--- src/rtl/cpu_pkg.sv ---
// Shared CPU definitions: opcodes, NOP encoding, immediate helpers
// and the IF/ID pipeline bundle used by fetch and decode.
package cpu_pkg;

    localparam logic [6:0] OPC_BRANCH = 7'b1100011;
    localparam logic [6:0] OPC_JAL    = 7'b1101111;
    localparam logic [6:0] OPC_JALR   = 7'b1100111;

    localparam logic [31:0] NOP_INSTR = 32'h0000_0013;

    typedef enum logic {
        BOOT = 1'b0,
        RUN  = 1'b1
    } if_state_e;

    typedef struct packed {
        logic        valid;
        logic [31:0] pc;
        logic [31:0] instr;
        logic        pred_taken;
        logic [31:0] pred_target;
    } if_id_t;

    function automatic logic [31:0] imm_b(input logic [31:0] instr);
        return {{19{instr[31]}}, instr[31], instr[7],
                instr[30:25], instr[11:8], 1'b0};
    endfunction

    function automatic logic [31:0] imm_j(input logic [31:0] instr);
        return {{11{instr[31]}}, instr[31], instr[19:12],
                instr[20], instr[30:21], 1'b0};
    endfunction

endpackage

--- src/rtl/btfn_predictor.sv ---
// Static predictor: JAL and backward branches taken,
// everything else falls through to pc+4.
module btfn_predictor
    import cpu_pkg::*;
(
    input  logic [31:0] pc_i,
    input  logic [31:0] instr_i,
    output logic        taken_o,
    output logic [31:0] target_o
);

    logic [6:0] opc;

    assign opc = instr_i[6:0];

    // Pick direction and target from the opcode and immediate sign
    always_comb begin
        taken_o  = 1'b0;
        target_o = pc_i + 32'd4;
        if (opc == OPC_JAL) begin
            taken_o  = 1'b1;
            target_o = pc_i + imm_j(instr_i);
        end else if (opc == OPC_BRANCH && instr_i[31]) begin
            taken_o  = 1'b1;
            target_o = pc_i + imm_b(instr_i);
        end
    end

endmodule

--- src/rtl/if_stage.sv ---
// Instruction fetch: PC register, one-cycle boot FSM and
// IF/ID register with stall/redirect handling.
module if_stage
    import cpu_pkg::*;
#(
    parameter logic [31:0] RESET_PC   = 32'h0000_0000,
    parameter bit          PREDICT_EN = 1'b1
) (
    input  logic        clk,
    input  logic        rst,
    input  logic        stall_i,
    input  logic        redirect_i,
    input  logic [31:0] redirect_pc_i,
    output logic [31:0] im_addr_o,
    input  logic [31:0] im_rdata_i,
    output logic        id_valid_o,
    output logic [31:0] id_pc_o,
    output logic [31:0] id_instr_o,
    output logic        id_pred_taken_o,
    output logic [31:0] id_pred_target_o
);

    if_state_e   state_q, state_d;
    logic        fetch_en;
    logic [31:0] pc_q, pc_d;
    if_id_t      id_q, id_d;
    logic        bp_taken;
    logic [31:0] bp_target;
    logic        taken;
    logic [31:0] target;

    btfn_predictor u_bp (
        .pc_i     (pc_q),
        .instr_i  (im_rdata_i),
        .taken_o  (bp_taken),
        .target_o (bp_target)
    );

    assign taken  = PREDICT_EN && bp_taken;
    assign target = taken ? bp_target : pc_q + 32'd4;

    // FSM state register
    always_ff @(posedge clk or posedge rst) begin
        if (rst) state_q <= BOOT;
        else     state_q <= state_d;
    end

    // FSM next state: BOOT lasts exactly one cycle
    always_comb begin
        state_d = state_q;
        case (state_q)
            BOOT:    state_d = RUN;
            RUN:     state_d = RUN;
            default: state_d = BOOT;
        endcase
    end

    // FSM output: fetch is only enabled once out of BOOT
    always_comb begin
        fetch_en = (state_q == RUN);
    end

    // Next PC by priority: redirect, stall, boot, prediction
    always_comb begin
        pc_d = pc_q;
        if (redirect_i)    pc_d = redirect_pc_i & ~32'd3;
        else if (stall_i)  pc_d = pc_q;
        else if (!fetch_en) pc_d = pc_q;
        else               pc_d = target;
    end

    // Next IF/ID bundle; redirect bubbles even under stall
    always_comb begin
        id_d = id_q;
        if (redirect_i || (!stall_i && !fetch_en)) begin
            id_d.valid       = 1'b0;
            id_d.pc          = 32'd0;
            id_d.instr       = NOP_INSTR;
            id_d.pred_taken  = 1'b0;
            id_d.pred_target = 32'd0;
        end else if (!stall_i) begin
            id_d.valid       = 1'b1;
            id_d.pc          = pc_q;
            id_d.instr       = im_rdata_i;
            id_d.pred_taken  = taken;
            id_d.pred_target = target;
        end
    end

    // PC and IF/ID registers
    always_ff @(posedge clk or posedge rst) begin
        if (rst) begin
            pc_q             <= RESET_PC;
            id_q.valid       <= 1'b0;
            id_q.pc          <= 32'd0;
            id_q.instr       <= NOP_INSTR;
            id_q.pred_taken  <= 1'b0;
            id_q.pred_target <= 32'd0;
        end else begin
            pc_q <= pc_d;
            id_q <= id_d;
        end
    end

    assign im_addr_o        = pc_q;
    assign id_valid_o       = id_q.valid;
    assign id_pc_o          = id_q.pc;
    assign id_instr_o       = id_q.instr;
    assign id_pred_taken_o  = id_q.pred_taken;
    assign id_pred_target_o = id_q.pred_target;

endmodule
--- config.mk ---
export PLATFORM = sky130hd
export DESIGN_NAME = if_stage
export DESIGN_NICKNAME = d
export VERILOG_FILES = /design/src/rtl/cpu_pkg.sv /design/src/rtl/btfn_predictor.sv /design/src/rtl/if_stage.sv
export SDC_FILE = /design/constraint.sdc
export NUM_CORES = 1
export LEC_CHECK = 0
export CORE_ASPECT_RATIO = 0.9
export CORE_MARGIN = 1
export CORE_UTILIZATION = 35
export CTS_BUF_LIST = sky130_fd_sc_hd__clkbuf_8
export DETAILED_ROUTE_END_ITERATION = 8
export GPL_ROUTABILITY_DRIVEN = 0
export PLACE_DENSITY = 0.58
export SLEW_MARGIN = 15
export SYNTH_ARGS = -nofsm -noshare
export SYNTH_HDL_FRONTEND = slang
export SYNTH_SLANG_ARGS = --single-unit
--- constraint.sdc ---
create_clock -name clk -period 8.4 [get_ports clk]
set_clock_uncertainty 0.15 [all_clocks]
set_input_delay 2.52 -clock clk [delete_from_list [all_inputs] [get_ports clk]]
set_output_delay 2.52 -clock clk [all_outputs]
set_load 0.01 [all_outputs]
==> results of run 1 <==
-- routing by layer --
metal / vias up / part of all wire [%]
met1: 4076 / 51
met4: 0 / 1.1
met5: - / 0
met2: 337 / 40
met3: 25 / 7.7
li1: 3939 / -
-- synth_stat cells, drive strengths merged (6+ instances only) --
cell type	n
nand2	136
dfrtp	125
a21oi	70
a22o	61
nor2	61
o21ai	59
clkbuf	54
ha	44
a21o	40
xnor2	33
nand4	24
xor2	24
nand3	20
buf	17
o211ai	16
nor3	14
and3	12
a221oi	11
a211o	9
a31oi	9
a211oi	8
inv	8
a22oi	7
and4	7
o22ai	7
mux2i	6
o21a	6
o221ai	6
or2	6
or3	6
-- cells in the final DEF (no fill, tap or decap), types with 8 or more instances in the layout --
cell             instances
clkdlybuf4s50_1        191
nand2_1                136
dfrtp_1                125
a21oi_1                 68
a22o_1                  61
nor2_1                  60
o21ai_0                 51
ha_1                    44
a21o_1                  40
xnor2_1                 33
nand4_1                 24
xor2_1                  24
nand3_1                 20
clkbuf_8                17
o211ai_1                16
buf_4                   15
nor3_1                  14
and3_1                  12
a221oi_1                10
a31oi_1                  9
a211o_1                  9
inv_1                    8
-- worst paths after layout --
path                                      startpoint              endpoint  slack (ns)  cells after the start
worst max-delay path                  im_rdata_i[26]         im_addr_o[24]        2.55                     10
worst min-delay path            id_pred_target_o[29]  id_pred_target_o[29]        0.33                      1
worst max register to register          im_addr_o[6]         im_addr_o[24]        4.53                      9
worst min register to register  id_pred_target_o[29]  id_pred_target_o[29]        0.33                      1
max in group asynchronous                        rst           id_pc_o[21]        4.45                      3
min in group asynchronous                        rst   id_pred_target_o[3]        2.32                      2
-- state kept, by name, indices dropped and copies added, names as in the netlist --
| name | count |
|---|---|
| id_instr_o | 32 |
| id_pc_o | 31 |
| id_pred_target_o | 31 |
| im_addr_o | 31 |
| fetch_en | 1 |
| id_pred_taken_o | 1 |
| id_valid_o | 1 |
-- final cells by class --
type	instances	area [sq um]	share of cell area [%]
multi-input combinational	770	5090	45.4
clock buffer	17	234	2.09
sequential	128	3210	28.6
clock inverter	15	221	1.98
tap	308	385	3.44
timing repair buffer	207	2030	18.1
inverter	8	35.0	0.313
-- cells by family (layout without fill, tap and decap cells) --
kind of cell             count (synthesis)  in the layout  synth area share, %
AO/OA/AOI/OAI                          347            347                 28.7
XOR/XNOR                                57             57                 5.80
adder cells (fa/ha/maj)                 46             46                 6.86
buffers and inverters                   79            247                 3.81
flip-flops                             128            128                 37.3
multiplexers                             7              7                0.829
other                                    2              4               0.0873
AND/OR/NAND/NOR                        309            309                 16.6
-- worst register-to-register path, stage by stage, from the launching register on --
cell and delay (ns):
dfrtp_1 0.50, ha_1 0.55, nand4_1 0.23, a21oi_1 0.40
o21ai_2 0.17, a32oi_1 0.66, a21oi_1 0.18, xnor2_1 0.18
a221oi_1 0.53, o21ai_0 0.17
-- where the power goes --
| group | switching (W) | total (W) | internal, W |
|---|---|---|---|
| Clock | 0.000305 | 0.000640 | 0.000335 |
| Combinational | 0.000331 | 0.000590 | 0.000260 |
| Sequential | 0.0000617 | 0.000712 | 0.000650 |
-- through the flow --
stage | worst slack [ns] | hold slack (ns) | utilization (%) | area (sq um) | std cells
global route | 2.41 | 0.354 | 46.3 | 11200 | 1453
floorplan | 2.32 | 0.357 | - | 8610 | 977
CTS | 2.64 | 0.330 | 46.3 | 11200 | 1453
finish | 2.55 | 0.332 | 46.3 | 11200 | 1453
detailed placement | 2.15 | 0.314 | 44.4 | 10700 | 1421
global placement | 2.20 | 0.306 | 44.4 | 10700 | 1421
==> impl_metrics.toml, run 1 <==
[cts]
cts_root_buf = "clkbuf_8"
clk_pin_slew_ns = 0.09
numCtsBuffers = 17
cts_tree = "yes"
ctsHtreeMaxLevel = 4
post_cts_resized = 0
hold_buffers = 0
cts_setup_buffers = 0
clk_latency_ns = 0.47
clockBufferDepth = 2
clkSinkCount = 128

[timing]
finalCritPeriodShare_pct = 69.7
clock.fmax_mhz = 171
slew_violations = 0
rsz0062_at_grt = "no"
finalSetupViolations = 0
relSlewSlack_pct = 38.4
fin_setup_tns_ns = 0
finalHoldViolations = 0
period_needed_ns = 5.85
worst_pin_slew_ns = 0.921

[power_and_ir_drop]
peakVddDrop_mv = 0.0938
power_leakage_nw = 4.92
p_per_area_nw_per_um2 = 173
finalPower_w = 0.00194

[floorplan]
initial_core_util_pct = 35.6
fp.dieW_microns = 167
io_pins = 198
fp-row-count = 54
core_sq_um = 24200
die_area_sq_um = 25200
die_h_microns = 151

[setup_path]
critPathSlowestCell = "a32oi_1"
cp_max_fo = 11
crit_path_cell_trace = "clkdlybuf4s50_1 > ha_1 > nand4_1 > a21oi_1 > o21ai_2 > a32oi_1 > a21oi_1 > xnor2_1 > a221oi_1 > o21ai_0"
required_ns = 8.57
critPathMostFrequentCell = "a21oi_1"
cp-end-kind = "flip-flop"
critPathMaxStageDelay_ns = 0.66
cp-start-kind = "input port"
path_buf_inv = 1
worstSetupPathType = "input port to flip-flop"
cp_top_family = "compound AO/OA/AOI/OAI gates"
cp.arrival_ns = 6.02

[yosys]
synth_top_area_share_pct = 36.4
syn_area_per_cell_sq_um = 8.82
synth_area_sq_um = 8600
ys_seq_elements = 128
yosysWarningCount = 0
synth_edf_count = 0
yosysTopAreaCell = "dfrtp_1"
synth_ff_type = "dfrtp_1"
ys_seq_area_share_pct = 37.3
syn_inst = 975
synthArstFlopShare_pct = 100
yosysUniqueCellTypes = 72
synth.area.top_cells = "dfrtp_1 36%, ha_1 6.4%, a22o_1 6.2%"

[routing]
post-route-drc-count = 0
via_per_inst = 5.77
drtIter0Drc = 952
antenna_left = 0
drt-total-wl_mm = 29.8
vias = 8377
dr.pass1.iters = 6
wl_per_cell_microns = 20.5

[grt]
gr-usage-met3_pct = 5.15
grt_pass1_vias = 7722
antenna_found_initial = 1
overflow = 0
track_usage_pct = 24.0
grt_pass1_wl_mm = 46.7
top_usage_layer = "met1"
grt_util_met2_pct = 33.2
grt_max_degree = 72
grt_use_met1_pct = 37.5

[placed_design]
port_buffers = 192
dp_hpwl_mm = 21.2

[status]
status = "complete, no violations"

[final_layout]
area_growth_pct = 30.2
drive_above_1_share_pct = 6.38
n_antenna_cell = 0
nets = 1246
nFillCells = 2342

[run]
max_cap_violations = 0

[hold_path]
hold_path.class = "flip-flop to flip-flop"
No activity file was read; power rests on OpenSTA's default activity.
==> run 2, diff against run 1 <==
==> constraint.sdc (replaced) <==
create_clock -name clk -period 5.5 [get_ports clk]
set_clock_uncertainty 0.15 [all_clocks]
set_input_delay 1.65 -clock clk [delete_from_list [all_inputs] [get_ports clk]]
set_output_delay 1.65 -clock clk [all_outputs]
set_load 0.01 [all_outputs]
==> impl_metrics.toml, run 2 (synthesized netlist as in run 1, its figures left out) <==
[status]
status = "complete, no violations"

[cts]
clockBufferDepth = 2
clk_pin_slew_ns = 0.09
clk_latency_ns = 0.47
cts_tree = "yes"
clkSinkCount = 128
cts_root_buf = "clkbuf_8"
numCtsBuffers = 17
hold_buffers = 0
ctsHtreeMaxLevel = 4
cts_setup_buffers = 0
post_cts_resized = 0

[setup_path]
critPathSlowestCell = "nor3_1"
cp.arrival_ns = 4.98
crit_path_cell_trace = "clkdlybuf4s50_1 > buf_12 > ha_1 > nand4_1 > nor3_1 > nand4_1 > a211o_1 > a21oi_1 > nor3_1 > a311oi_1 > buf_4 > o21ai_1"
path_buf_inv = 3
cp_top_family = "simple AND/OR/NAND/NOR gates"
cp-start-kind = "input port"
r2r-start = "im_addr_o[5]"
cp_max_fo = 23
r2r_setup_slack_ns = 1.88
worstSetupPathType = "input port to flip-flop"
r2r-end = "im_addr_o[30]"
worstSetupStartpoint = "im_rdata_i[31]"
required_ns = 5.69
cp-end-kind = "flip-flop"
critPathMaxStageDelay_ns = 0.49
ff2ff_path_depth = 11

[timing]
finalSetupViolations = 0
finalCritPeriodShare_pct = 87.0
worst_pin_slew_ns = 0.804
finalHoldViolations = 0
clock.fmax_mhz = 209
slew_violations = 0
fin_setup_tns_ns = 0
rsz0062_at_grt = "no"
period_needed_ns = 4.79
relSlewSlack_pct = 46.4

[placed_design]
port_buffers = 192
dp_hpwl_mm = 21.6
dp.cells = 1428

[floorplan]
die_area_sq_um = 25200
core_sq_um = 24200
io_pins = 198
fp.dieW_microns = 167
die_h_microns = 151
fp-row-count = 54
initial_core_util_pct = 35.6

[routing]
wl_per_cell_microns = 20.3
dr.pass1.iters = 5
via_per_inst = 5.70
drt-total-wl_mm = 29.7
drtIter0Drc = 766
post-route-drc-count = 0
antenna_left = 0
vias = 8321

[grt]
track_usage_pct = 23.7
grt_pass1_vias = 7693
grt_max_degree = 83
antenna_found_initial = 0
overflow = 0
grt_pass1_wl_mm = 46.0

[hold_path]
hold_depth = 2
hold_path.class = "flip-flop to flip-flop"
holdPathEnd = "id_pred_target_o[8]"
holdCritStartpoint = "id_pred_target_o[8]"

[final_layout]
largest_reg_flops = 32
final_cells = 1460
nFillCells = 2360
nets = 1253
area_growth_pct = 30.3
n_antenna_cell = 0
final_common_cell = "clkdlybuf4s50_1"
drive_above_1_share_pct = 7.03
most-common-layout-cells = "191 x clkdlybuf4s50_1, 136 x nand2_1, 125 x dfrtp_1"

[power_and_ir_drop]
p_per_area_nw_per_um2 = 253
power_leakage_nw = 4.92
peakVddDrop_mv = 0.120

[run]
max_cap_violations = 0
## run 2: tightest hold or removal path: stages (launching register included)
cell and delay, ns:
dfrtp_1 0.35, nand2_1 0.05, o21ai_0 0.06
## run 2: power by group
group	total [W]	internal, W	switching [W]	leakage [nW]
combinational	0.000913	0.000405	0.000508	3.03
clock	0.000831	0.000348	0.000483	0.192
sequential	0.00109	0.000993	0.0000958	1.69
## run 2: cell type report
class                   instances  area [sq um]  share of cell area [%]
multi-input cells             770          5090                    45.4
well taps                     308           385                    3.44
repair buffers                214          2110                    18.8
inverters                       8          35.0                   0.312
clock inverters                14           138                    1.23
clock buffers                  18           248                    2.21
flip-flops and latches        128          3210                    28.6
## run 2: metrics by stage
| step | setup WS (ns) | hold WS, ns | utilization (%) | power, W | cell area (sq um) |
|---|---|---|---|---|---|
| finish | 0.715 | 0.338 | 46.3 | 0.00283 | 11200 |
| global route | 0.596 | 0.353 | 46.3 | 0.00299 | 11200 |
| CTS | 0.845 | 0.339 | 46.3 | 0.00284 | 11200 |
| detailed placement | 0.391 | 0.315 | 44.8 | 0.00200 | 10800 |
| global placement | 0.380 | 0.306 | 44.8 | 0.00200 | 10800 |
| floorplan | 0.292 | 0.357 | - | 0.00165 | 8610 |
## run 2: worst max path at each step
stage	slack (ns)	endpoint	cells past startpoint
after global placement	0.38	id_pred_target_o[30]	12
final	0.71	im_addr_o[30]	12
after CTS	0.84	im_addr_o[30]	12
after global routing	0.60	im_addr_o[30]	12
after detailed placement	0.39	im_addr_o[27]	11
after floorplan	0.29	fetch_en	1
## run 2: per-layer routing
layer	global-route usage [%]	up-vias	share of wire, %
met5	0	-	0
met4	5.78	0	1.3
met3	4.99	24	7.3
met2	31.8	335	39
met1	37.6	3994	52
li1	-	3968	-
==> run 3, diff against run 2 <==
--- a/config.mk
+++ b/config.mk
@@ -12,6 +12,7 @@
 export DETAILED_ROUTE_END_ITERATION = 8
 export GPL_ROUTABILITY_DRIVEN = 0
 export PLACE_DENSITY = 0.58
+export SETUP_SLACK_MARGIN = 0.1
 export SLEW_MARGIN = 15
 export SYNTH_ARGS = -nofsm -noshare
 export SYNTH_HDL_FRONTEND = slang
==> results of run 3 <==
Same layout as run 2: the final DEF is identical, and so are final timing and power.
